==> config.mk <==
export PLATFORM = sky130hd
export DESIGN_NAME = ifetch_buf
export DESIGN_NICKNAME = d
export VERILOG_FILES = /design/src/rtl/ifetch_buf.sv
export SDC_FILE = /design/constraint.sdc
export NUM_CORES = 1
export LEC_CHECK = 0
export ABC_AREA = 0
export CAP_MARGIN = 20
export CELL_PAD_IN_SITES_DETAIL_PLACEMENT = 0
export CELL_PAD_IN_SITES_GLOBAL_PLACEMENT = 1
export CORE_ASPECT_RATIO = 1.75
export CORE_MARGIN = 5
export CORE_UTILIZATION = 45
export DETAILED_ROUTE_END_ITERATION = 6
export DONT_BUFFER_PORTS = 1
export GPL_TIMING_DRIVEN = 0
export PLACE_DENSITY = 0.77
export SYNTH_ARGS = -nofsm -noshare
export SYNTH_HDL_FRONTEND = slang
export SYNTH_SLANG_ARGS = --single-unit
==> constraint.sdc <==
create_clock -name clk -period 6.4 [get_ports clk]
set_input_delay 0.32 -clock clk [delete_from_list [all_inputs] [get_ports clk]]
set_output_delay 0.32 -clock clk [all_outputs]
set_load 0.005 [all_outputs]
==> src/rtl/ifetch_buf.sv <==
// ifetch_buf: sequential instruction fetcher with a small in-order buffer.
// The pc walks memory one word per cycle while there is room. Decode sees
// the oldest buffered entry through a valid/ready handshake. A redirect
// flushes the buffer and restarts fetch at a new word-aligned address.
module ifetch_buf #(
  parameter logic [31:0] RESET_PC = 32'h0000_0000,
  parameter int          DEPTH    = 2
) (
  input  logic        clk,
  input  logic        rst_n,
  input  logic        fetch_en,
  input  logic        redirect,
  input  logic [31:0] redirect_pc,
  output logic [31:0] imem_addr,
  input  logic [31:0] imem_data,
  output logic        out_valid,
  input  logic        out_ready,
  output logic [31:0] out_pc,
  output logic [31:0] out_instr,
  output logic        redirect_misaligned
);

  localparam int PTR_W = $clog2(DEPTH);
  localparam int CNT_W = PTR_W + 1;
  localparam logic [CNT_W-1:0] DEPTH_CNT = CNT_W'(DEPTH);

  logic [31:0]      pc;
  logic [31:0]      pc_mem    [DEPTH];
  logic [31:0]      instr_mem [DEPTH];
  logic [PTR_W-1:0] wr_ptr;
  logic [PTR_W-1:0] rd_ptr;
  logic [CNT_W-1:0] count;
  logic             push;
  logic             pop;

  // Memory is read combinationally at the word-aligned pc; a full buffer can
  // still accept a push when the head retires in the same cycle. Head outputs
  // are forced to zero when empty so nothing stale leaks out after a flush.
  always_comb begin
    imem_addr = {pc[31:2], 2'b00};
    out_valid = (count != '0);
    pop       = out_valid && out_ready;
    push      = fetch_en && !redirect && ((count < DEPTH_CNT) || pop);
    out_pc    = out_valid ? pc_mem[rd_ptr]    : '0;
    out_instr = out_valid ? instr_mem[rd_ptr] : '0;
  end

  // Storage is not reset; it is only observed through the count-gated outputs.
  always_ff @(posedge clk) begin
    if (push) begin
      pc_mem[wr_ptr]    <= pc;
      instr_mem[wr_ptr] <= imem_data;
    end
  end

  // Control state: redirect wins over everything, otherwise push/pop move the
  // pointers and the count, and every push advances pc by one word.
  always_ff @(posedge clk or negedge rst_n) begin
    if (!rst_n) begin
      pc                  <= {RESET_PC[31:2], 2'b00};
      wr_ptr              <= '0;
      rd_ptr              <= '0;
      count               <= '0;
      redirect_misaligned <= 1'b0;
    end else begin
      redirect_misaligned <= redirect && (redirect_pc[1:0] != 2'b00);
      if (redirect) begin
        pc     <= {redirect_pc[31:2], 2'b00};
        wr_ptr <= '0;
        rd_ptr <= '0;
        count  <= '0;
      end else begin
        if (push) begin
          pc     <= pc + 32'd4;
          wr_ptr <= wr_ptr + 1'b1;
        end
        if (pop) begin
          rd_ptr <= rd_ptr + 1'b1;
        end
        case ({push, pop})
          2'b10:   count <= count + 1'b1;
          2'b01:   count <= count - 1'b1;
          default: count <= count;
        endcase
      end
    end
  end

endmodule

==> Implementation_results.wiki, run 1 <==
{| class="wikitable"
! Metric !! Value
|-
| Status || completed
|-
| Worst-path clk slew || 70 ps
|-
| Buffers inserted by post-CTS timing repair || 0
|-
| Number of clock sinks || 159
|-
| Total core area || 15240 sq um
|-
| Power per cell area || 294.2 nW/um^2
|-
| Vertical extent of the die || 174.2 um
|-
| H-tree levels || 4
|-
| Cell types with the highest counts after synthesis || 124 x sky130_fd_sc_hd__edfxtp_1, 90 x sky130_fd_sc_hd__nor2_1, 63 x sky130_fd_sc_hd__mux2i_1
|-
| Initial standard-cell utilization of the core || 45.49%
|-
| Final worst path period need || 2564 ps
|-
| Cell chosen for the clock root || sky130_fd_sc_hd__clkbuf_16
|-
| Headroom to the max-slew limit || 35.33%
|-
| Portion of the post-synthesis area used by sequential elements || 66.34%
|-
| Number of cells after detailed placement || 736
|-
| Insertion delay of the later-clocked pin in the worst-skew pair || 420 ps
|-
| Distinct cell type count after synthesis || 56
|-
| GRT Overall Usage || 18.70%
|-
| Register-to-Register Path Depth || 8
|-
| Yosys warning count || 0
|-
| DRT iter0 DRCs || 283
|-
| P_leak || 2.869 nW
|-
| Final worst clock skew || 12.70 ps
|-
| WL final || 17.05 mm
|-
| Die area || 18090 sq um
|-
| Arrival time worst endpoint || 2690 ps
|-
| Power Internal || 1.784 mW
|-
| Endpoint of the most critical register-to-register path || instr_mem[1][9]
|-
| Biggest area contributors in the synthesized netlist || sky130_fd_sc_hd__edfxtp_1 54%, sky130_fd_sc_hd__dfrtp_1 13%, sky130_fd_sc_hd__mux2i_1 9.1%, sky130_fd_sc_hd__nor2_1 4.9%, sky130_fd_sc_hd__nand4_1 1.7%
|-
| Setup slack of the worst register-to-register path || 3840 ps
|-
| Summed area of non-filler cells in the final layout || 8219 sq um
|-
| Dpl cell area || 7311 sq um
|-
| Wire length of the first global-routing pass || 26.54 mm
|-
| Depth of the worst hold-timing path || 2
|-
| Number of max-capacitance violations reported || 0
|-
| CP max FO || 12
|-
| Post-synthesis cell count || 536
|-
| Clock buffer depth || 2
|-
| Kind of path behind the tightest hold check || primary input to flip-flop
|-
| Clock network fraction of total power || 39.0%
|-
| Gpl congestion || 0.8852
|-
| Total of buffers placed on input and output ports || 0
|-
| Post-synth top area cell || sky130_fd_sc_hd__edfxtp_1
|-
| P_sw || 0.6343 mW
|-
| Routed len/inst || 21.23 um
|-
| Via density per instance || 5.663
|-
| CTS buffer count || 17
|-
| Worst hold endpoint || pc[7]
|-
| Fraction of synthesized cell area taken by the top area cell type || 53.71%
|-
| Die width || 103.8 um
|-
| Max VDD drop || 0.1926 mV
|-
| Prevailing post-synth register cell || sky130_fd_sc_hd__edfxtp_1
|-
| Number of synthesized flops with an enable pin || 124
|-
| Maximum clock rate || 0.3901 GHz
|-
| Critical Path RT || 6520 ps
|-
| RSZ-0062 raised after global routing || false
|-
| Critical Path End Type || flip-flop
|-
| Crit path launch type || flip-flop
|-
| Final max-slew violation count || 0
|-
| Sequential share of power || 51.3%
|-
| Count of pins on the block boundary || 167
|-
| Net switching share of the total power || 26.23%
|-
| Share of cells above drive strength 1 || 11.67%
|-
| Final total power || 2.418 mW
|-
| Most used standard cell by instance count after synthesis || sky130_fd_sc_hd__edfxtp_1
|-
| Combinational cell fraction of total power || 9.7%
|-
| Antenna Cells || 0
|-
| WS Path Type || flip-flop to flip-flop
|-
| Hold path start || redirect_pc[7]
|-
| Number of nets still failing antenna checks after routing || 0
|-
| Summed instance area of the synthesized netlist || 6933 sq um
|-
| Final-report hold violation count || 0
|-
| Fraction of registers with async set or reset after synthesis || 22.01%
|-
| DP Wirelength || 12.26 mm
|-
| Maximum number of pins on one net before global-route repair || 36
|-
| Pin slew with the least headroom to its limit || 964.7 ps
|-
| Clock tree from TritonCTS || built
|-
| Total of flip-flops plus latches after synthesis || 159
|-
| Layout overhead on the synthesized area || 18.55%
|-
| Number of global-route vias before repair || 4724
|-
| Remaining global-route overflow || 0
|-
| Count of unresolved DRC violations after routing || 0
|-
| Hold Worst Slack || 25.70 ps
|-
| Initial antenna violation count || 0
|-
| Number of non-filler instances in the completed layout || 803
|-
| Nets || 674
|-
| Cell row count || 60
|-
| Final setup violating endpoints || 0
|-
| Post-route fraction of the period consumed by the critical path || 40.06%
|-
| Mean post-synth cell area || 12.93 sq um
|-
| First drt pass iteration count || 5
|-
| Vias after detailed routing || 4547
|-
| Reg2Reg Launch Point || count[1]
|}
## cell families after synthesis
family | synth area share (%)
XOR/XNOR | 1.137
AND/OR/NAND/NOR | 14.40
buffers and inverters | 3.140
AO/OA/AOI/OAI | 5.649
multiplexers | 9.096
flip-flops | 66.34
adder cells (fa/ha/maj) | 0.1804
other | 0.05409
## power by group through the flow
stage	Clock [mW]	Combinational [mW]	Sequential (mW)
after detailed placement	0	0.211	1.26
after CTS	0.963	0.238	1.24
final	0.944	0.235	1.24
after floorplan	0	0.155	1.24
after global placement	0	0.195	1.27
after global routing	1.01	0.260	1.25
## final cells by class
cell class	instances	area [sq um]
Multi-Input combinational cell	333	2137
Timing Repair Buffer	46	481.7
Inverter	14	52.55
Clock inverter	15	125.1
Clock buffer	17	425.4
Sequential cell	159	4599
Tap cell	186	232.7
Fill cell	1287	7020
Buffer	33	165.2
## worst max-delay path, stage by stage (launching register included)
cell,delay (ps)
sky130_fd_sc_hd__dfrtp_1,440
sky130_fd_sc_hd__nand2b_1,90
sky130_fd_sc_hd__buf_2,180
sky130_fd_sc_hd__nand2_1,200
sky130_fd_sc_hd__nor3b_2,630
sky130_fd_sc_hd__buf_6,230
sky130_fd_sc_hd__buf_6,160
sky130_fd_sc_hd__buf_6,150
sky130_fd_sc_hd__buf_6,170
## how the worst max path moves through the flow
stage | from | depth (start not counted) | end | slack [ps]
2_1_floorplan | redirect | 4 | instr_mem[1][0] | 360
6_report | count[1] | 8 | instr_mem[1][9] | 3840
5_1_grt | count[1] | 6 | instr_mem[0][12] | 3680
4_1_cts | count[1] | 3 | out_pc[30] | 3720
3_3_place_gp | redirect | 4 | instr_mem[1][1] | -2450
3_5_place_dp | redirect | 8 | instr_mem[1][9] | 3430
## through the flow
| step | utilization [%] | setup TNS, ps | setup slack (ps) |
|---|---|---|---|
| detailed placement | 47.97 | 0 | 3430 |
| floorplan | - | 0 | 360.0 |
| finish | 53.93 | 0 | 3836 |
| global placement | 47.09 | -268950 | -2454 |
| CTS | 53.88 | 0 | 3717 |
| global route | 53.93 | 0 | 3682 |
## registers in the layout, summed over array words and instances (netlist names)
| name | count |
|---|---|
| redirect_misaligned | 1 |
| count | 2 |
| pc_mem | 60 |
| rd_ptr | 1 |
| pc | 30 |
| wr_ptr | 1 |
| instr_mem | 64 |
## cell usage in the layout (no fill, tap or decap), drive strengths merged, types with 18 or more instances in the layout
master and count:
nor2 90, edfxtp 124, inv 22, mux2i 63, buf 29, nand3 18, dlygate4sd3 33, dfrtp 35
nand2 26, clkbuf 34, nand4 20
## metal layers
layer | global-route usage [%] | share of wire, % | vias to the layer above
li1 | - | - | 2138
met1 | 20.25 | 36 | 2225
met2 | 33.15 | 54 | 156
met3 | 6.169 | 7.0 | 28
met4 | 7.888 | 2.7 | 0
met5 | 0 | 0 | -
## timing repair
item	in CTS	in global routing
hold buffers	34	0
hold endpoints to repair	99	0
resized for setup	0	0
No activity file was read; power rests on OpenSTA's default activity.
==> run 2, diff against run 1 <==
--- a/config.mk
+++ b/config.mk
@@ -11,11 +11,11 @@
 export CELL_PAD_IN_SITES_GLOBAL_PLACEMENT = 1
 export CORE_ASPECT_RATIO = 1.75
 export CORE_MARGIN = 5
-export CORE_UTILIZATION = 45
+export CORE_UTILIZATION = 50
 export DETAILED_ROUTE_END_ITERATION = 6
 export DONT_BUFFER_PORTS = 1
 export GPL_TIMING_DRIVEN = 0
-export PLACE_DENSITY = 0.77
+export PLACE_DENSITY = 0.81
 export SYNTH_ARGS = -nofsm -noshare
 export SYNTH_HDL_FRONTEND = slang
 export SYNTH_SLANG_ARGS = --single-unit
==> constraint.sdc (replaced) <==
create_clock -name clk -period 2.4 [get_ports clk]
set_input_delay 0.12 -clock clk [delete_from_list [all_inputs] [get_ports clk]]
set_output_delay 0.12 -clock clk [all_outputs]
set_load 0.005 [all_outputs]
==> Implementation_results.wiki, run 2 (synthesized netlist as in run 1, its figures left out) <==
{| class="wikitable"
! Metric !! Value
|-
| Status || completed
|-
| Post-route fraction of the period consumed by the critical path || 93.58%
|-
| DP Wirelength || 11.86 mm
|-
| Total of buffers placed on input and output ports || 0
|-
| Die width || 99.01 um
|-
| Antenna Cells || 0
|-
| Max VDD drop || 0.5001 mV
|-
| Setup slack after layout || 154.2 ps
|-
| Initial standard-cell utilization of the core || 50.37%
|-
| Critical path cell sequence || ha_1 > and2_1 > nand3_1 > or4_1 > nand3_1 > dlygate4sd3_1
|-
| Vias after detailed routing || 4679
|-
| Number of global-route vias before repair || 4851
|-
| Layout overhead on the synthesized area || 24.91%
|-
| Library cell appearing most often on the critical path || sky130_fd_sc_hd__nand3_1
|-
| Combinational cell fraction of total power || 10.2%
|-
| Final setup violating endpoints || 0
|-
| Net switching share of the total power || 24.33%
|-
| WL final || 16.62 mm
|-
| Number of buffers and inverters on the critical path || 1
|-
| Top register by number of flip-flops || instr_mem
|-
| Sum of negative setup slack || 0 ps
|-
| Final max-slew violation count || 0
|-
| Remaining global-route overflow || 0
|-
| Insertion delay of the later-clocked pin in the worst-skew pair || 420 ps
|-
| DRT iter0 DRCs || 224
|-
| Wire length of the first global-routing pass || 25.87 mm
|-
| P_sw || 1.642 mW
|-
| Total core area || 13760 sq um
|-
| Worst-path cell with the longest stage delay || sky130_fd_sc_hd__dlygate4sd3_1
|-
| Final total power || 6.748 mW
|-
| First drt pass iteration count || 4
|-
| Register-to-Register Path Depth || 6
|-
| Worst Setup Slack post-DPL || -16.11 ps
|-
| Count of pins on the block boundary || 167
|-
| Final worst path period need || 2246 ps
|-
| Most frequent cells in the layout || 124 x sky130_fd_sc_hd__edfxtp_1, 88 x sky130_fd_sc_hd__nor2_1, 67 x sky130_fd_sc_hd__dlygate4sd3_1
|-
| Maximum number of pins on one net before global-route repair || 36
|-
| Vertical extent of the die || 165.8 um
|-
| Number of clock sinks || 159
|-
| Setup slack of the worst register-to-register path || 150 ps
|-
| Pin slew with the least headroom to its limit || 798.1 ps
|-
| Clock tree from TritonCTS || built
|-
| Count of unresolved DRC violations after routing || 0
|-
| Nets || 703
|-
| GRT Overall Usage || 20.29%
|-
| Share of cells above drive strength 1 || 10.99%
|-
| Arrival time worst endpoint || 2600 ps
|-
| Final-report hold violation count || 0
|-
| Critical Path RT || 2750 ps
|-
| Most common library cell in the layout ignoring fill and taps || sky130_fd_sc_hd__edfxtp_1
|-
| Maximum clock rate || 0.4453 GHz
|-
| Worst hold endpoint || count[0]
|-
| Fill cells || 1062
|-
| Number of flip-flops under the largest register name || 64
|-
| Slowest stage delay, CP || 550 ps
|-
| WS Path Type || flip-flop to flip-flop
|-
| CTS buffer count || 17
|-
| RSZ-0062 raised after global routing || false
|-
| Cell chosen for the clock root || sky130_fd_sc_hd__clkbuf_16
|-
| Largest delay share family, worst path || simple AND/OR/NAND/NOR gates
|-
| Buffers inserted by post-CTS timing repair || 0
|-
| Power Internal || 5.106 mW
|-
| P_leak || 3.050 nW
|-
| Number of max-capacitance violations reported || 0
|-
| Crit path launch type || flip-flop
|-
| Dpl cell area || 7353 sq um
|-
| Clock buffer depth || 2
|-
| Initial antenna violation count || 0
|-
| Clock network fraction of total power || 40.8%
|-
| Hold path start || out_ready
|-
| Headroom to the max-slew limit || 46.73%
|-
| Kind of path behind the tightest hold check || primary input to flip-flop
|-
| Routed len/inst || 20.19 um
|-
| Die area || 16410 sq um
|-
| Depth of the worst hold-timing path || 4
|-
| Hold Worst Slack || 21.22 ps
|-
| Endpoint of the most critical register-to-register path || pc[10]
|-
| Worst-path clk slew || 70 ps
|-
| Sequential share of power || 49.0%
|-
| Final worst clock skew || 11.77 ps
|-
| Critical Path End Type || flip-flop
|-
| Top flop regs || instr_mem: 64 flops, pc_mem: 60 flops, pc: 30 flops
|-
| Summed area of non-filler cells in the final layout || 8660 sq um
|-
| H-tree levels || 4
|-
| CP max FO || 7
|-
| Cell row count || 57
|-
| Number of nets still failing antenna checks after routing || 0
|-
| Power per cell area || 779.2 nW/um^2
|-
| Reg2Reg Launch Point || pc[2]
|-
| Via density per instance || 5.685
|-
| Gpl congestion || 0.8860
|}
run 2: worst min-delay path, delay by kind of cell:
kind / cells / cell delay [ps]
compound gates: 2 / 170
buf+inv: 1 / 30
simple gates: 1 / 70
run 2: worst max-delay path by stage:
stage | cells after the start | slack, ps | startpoint | end
3_5_place_dp | 6 | -20 | redirect | pc_mem[1][26]
5_1_grt | 4 | 60 | rd_ptr | out_pc[4]
4_1_cts | 4 | 70 | count[1] | out_instr[28]
2_1_floorplan | 4 | -370 | count[1] | instr_mem[1][0]
3_3_place_gp | 4 | -1410 | redirect | pc_mem[1][26]
6_report | 6 | 150 | pc[2] | pc[10]
run 2: layer usage:
metal / wire (um) / GRT usage (%)
met1: 5951 / 21.95
met2: 9106 / 36.77
met3: 1123 / 6.305
met4: 438 / 7.015
met5: 0 / 0
run 2: area by class of cell:
cell class / count / area, sq um / share of cell area (%)
buffer: 33 / 175.2 / 2.023
clock buffer: 18 / 429.2 / 4.956
clock inverter: 14 / 181.4 / 2.095
inverter: 14 / 52.55 / 0.6068
multi-input combinational: 333 / 2171 / 25.07
sequential: 159 / 4599 / 53.11
tap: 177 / 221.5 / 2.557
timing repair buffer: 75 / 829.5 / 9.580
run 2: power groups by stage:
stage                     Clock [mW]  Sequential (mW)  Combinational, mW
after detailed placement           0             3.36              0.577
final                           2.75             3.30              0.689
after global routing            2.91             3.33              0.759
after CTS                       2.81             3.30              0.695
after floorplan                    0             3.31              0.423
after global placement             0             3.36              0.532
run 2: what timing repair did:
item,CTS,global route
hold buffers,68,0
resized for setup,0,2
endpoints found under the hold margin,133,0
setup endpoints to repair,0,11
run 2: through the flow:
| stage | utilization, % | std cells |
|---|---|---|
| detailed placement | 53.42 | 723 |
| floorplan | - | 539 |
| global placement | 52.41 | 716 |
| global route | 62.91 | 823 |
| finish | 62.91 | 823 |
| CTS | 62.88 | 823 |
==> run 3, diff against run 2 <==
--- a/config.mk
+++ b/config.mk
@@ -6,16 +6,16 @@
 export NUM_CORES = 1
 export LEC_CHECK = 0
 export ABC_AREA = 0
+export BUFFER_PORTS_ARGS = -buffer_cell sky130_fd_sc_hd__buf_2
 export CAP_MARGIN = 20
 export CELL_PAD_IN_SITES_DETAIL_PLACEMENT = 0
 export CELL_PAD_IN_SITES_GLOBAL_PLACEMENT = 1
 export CORE_ASPECT_RATIO = 1.75
 export CORE_MARGIN = 5
-export CORE_UTILIZATION = 50
+export CORE_UTILIZATION = 43
 export DETAILED_ROUTE_END_ITERATION = 6
-export DONT_BUFFER_PORTS = 1
 export GPL_TIMING_DRIVEN = 0
-export PLACE_DENSITY = 0.81
+export PLACE_DENSITY = 0.82
 export SYNTH_ARGS = -nofsm -noshare
 export SYNTH_HDL_FRONTEND = slang
 export SYNTH_SLANG_ARGS = --single-unit
==> Implementation_results.wiki, run 3 (synthesized netlist as in run 1, its figures left out) <==
{| class="wikitable"
! Metric !! Value
|-
| Max VDD drop || 0.4372 mV
|-
| Count of pins on the block boundary || 167
|-
| Clock tree from TritonCTS || built
|-
| Headroom to the max-slew limit || 41.45%
|-
| Cell chosen for the clock root || sky130_fd_sc_hd__clkbuf_16
|-
| Final worst clock skew || 11.55 ps
|-
| Top flop regs || instr_mem: 64 flops, pc_mem: 60 flops, pc: 30 flops
|-
| Critical path cell sequence || nand4_1 > nor2_1 > clkbuf_1 > a311o_1 > nand3_1
|-
| Vertical extent of the die || 178.0 um
|-
| Total core area || 15880 sq um
|-
| P_leak || 3.697 nW
|-
| WL final || 18.33 mm
|-
| Pin slew with the least headroom to its limit || 878.2 ps
|-
| Number of flip-flops under the largest register name || 64
|-
| First drt pass iteration count || 7
|-
| Share of cells above drive strength 1 || 28.82%
|-
| Final worst path period need || 2251 ps
|-
| Final setup violating endpoints || 0
|-
| Clock buffer depth || 2
|-
| Vias after detailed routing || 5254
|-
| Number of max-capacitance violations reported || 0
|-
| Total of buffers placed on input and output ports || 161
|-
| Antenna Cells || 0
|-
| Power per cell area || 706.4 nW/um^2
|-
| DRT iter0 DRCs || 302
|-
| Critical Path RT || 2690 ps
|-
| Nets || 862
|-
| Worst-path clk slew || 70 ps
|-
| Die width || 106.0 um
|-
| Fraction of the core area covered by cells at the end of the flow || 58.88%
|-
| RSZ-0062 raised after global routing || false
|-
| H-tree levels || 4
|-
| Arrival time worst endpoint || 2540 ps
|-
| WS Path Type || flip-flop to flip-flop
|-
| Via density per instance || 5.286
|-
| GRT Overall Usage || 19.78%
|-
| Die area || 18860 sq um
|-
| Maximum clock rate || 0.4443 GHz
|-
| Kind of path behind the tightest hold check || primary input to flip-flop
|-
| CP max FO || 10
|-
| Crit path launch type || flip-flop
|-
| CTS buffer count || 17
|-
| Final total power || 6.603 mW
|-
| Top register by number of flip-flops || instr_mem
|-
| Initial antenna violation count || 0
|-
| Gpl congestion || 0.9091
|-
| Wire length of the first global-routing pass || 28.59 mm
|-
| DP Wirelength || 13.10 mm
|-
| Most frequent cells in the layout || 170 x sky130_fd_sc_hd__buf_2, 124 x sky130_fd_sc_hd__edfxtp_1, 89 x sky130_fd_sc_hd__nor2_1
|-
| Count of unresolved DRC violations after routing || 0
|-
| Insertion delay of the later-clocked pin in the worst-skew pair || 410 ps
|-
| Number of nets still failing antenna checks after routing || 0
|-
| Initial standard-cell utilization of the core || 43.67%
|-
| Slowest stage delay, CP || 540 ps
|-
| Remaining global-route overflow || 0
|-
| Routed len/inst || 18.44 um
|-
| Number of clock sinks || 159
|-
| Most common library cell in the layout ignoring fill and taps || sky130_fd_sc_hd__buf_2
|-
| Number of global-route vias before repair || 5468
|-
| Maximum number of pins on one net before global-route repair || 36
|-
| Setup slack of the worst register-to-register path || 150 ps
|-
| Critical Path End Type || flip-flop
|-
| Layout overhead on the synthesized area || 34.83%
|-
| Post-route fraction of the period consumed by the critical path || 93.78%
|-
| Worst-path cell with the longest stage delay || sky130_fd_sc_hd__nor2_1
|-
| Cell row count || 61
|-
| Status || completed
|-
| Final max-slew violation count || 0
|-
| Final-report hold violation count || 0
|}
run 3: cell types whose count changed in the layout (fill, tap and decap cells not counted), sizes merged:
cell / delta
clkbuf: +1
dlygate4sd3: -3
clkinv: -2
bufinv: -3
buf: +162
clkinvlp: +4
run 3: cell type report:
cell class,count,area (sq um)
flip-flops and latches,159,4599
plain buffers,33,175.2
repair buffers,234,1572
clock inverters,13,106.4
multi-input cells,333,2173
inverters,14,52.55
fillers,1283,6528
clock buffers,19,432.9
well taps,189,236.5
run 3: layer usage:
| metal | part of all wire [%] | vias up | global-route usage [%] | routed length, um |
|---|---|---|---|---|
| li1 | - | 2504 | - | - |
| met1 | 36 | 2556 | 20.55 | 6682 |
| met2 | 56 | 155 | 38.26 | 10320 |
| met3 | 4.1 | 39 | 3.549 | 748 |
| met4 | 3.2 | 0 | 8.644 | 583 |
| met5 | 0 | - | 0 | 0 |
run 3: through the flow:
stage / setup WS (ps) / cell area [sq um] / setup TNS (ps) / hold WS [ps] / cells
after detailed placement: -275.3 / 8138 / -6246 / 275.0 / 895
after global routing: 24.15 / 9348 / 0 / 24.80 / 994
final: 149.2 / 9348 / 0 / 35.95 / 994
after floorplan: -366.4 / 6993 / -36920 / -175.6 / 539
after CTS: 123.6 / 9343 / 0 / 21.78 / 994
after global placement: -1415 / 8035 / -165140 / 261.0 / 889
run 3: worst paths after layout:
check / startpoint / to / cells after the start
min: redirect_pc[26] / pc[26] / 3
min reg2reg: pc[31] / pc_mem[0][31] / 0
min in group asynchronous: rst_n / pc[7] / 2
max reg2reg: pc[5] / pc[20] / 5
max in group asynchronous: rst_n / pc[20] / 2
max: pc[5] / pc[20] / 5
run 3: timing repair:
action,CTS,global route
setup buffers,3,0
pin swaps,1,0
gates cloned,0,0
setup endpoints to repair,80,14
hold buffers,64,0
gates resized for setup,1,1
endpoints found under the hold margin,129,0
run 3: critical path: cells and delay by family (launching register included):
family	cells	cell delay, ps
flip-flops	1	510
buffers and inverters	1	470
AND/OR/NAND/NOR	3	880
AO/OA/AOI/OAI	1	250
run 3: where the power goes:
group / leakage, nW / switching (mW) / internal [mW] / total, mW
registers: 1.56 / 0.139 / 3.15 / 3.29
clock network: 0.249 / 1.10 / 1.34 / 2.44
logic: 1.89 / 0.459 / 0.411 / 0.869
total: 3.70 / 1.70 / 4.90 / 6.60
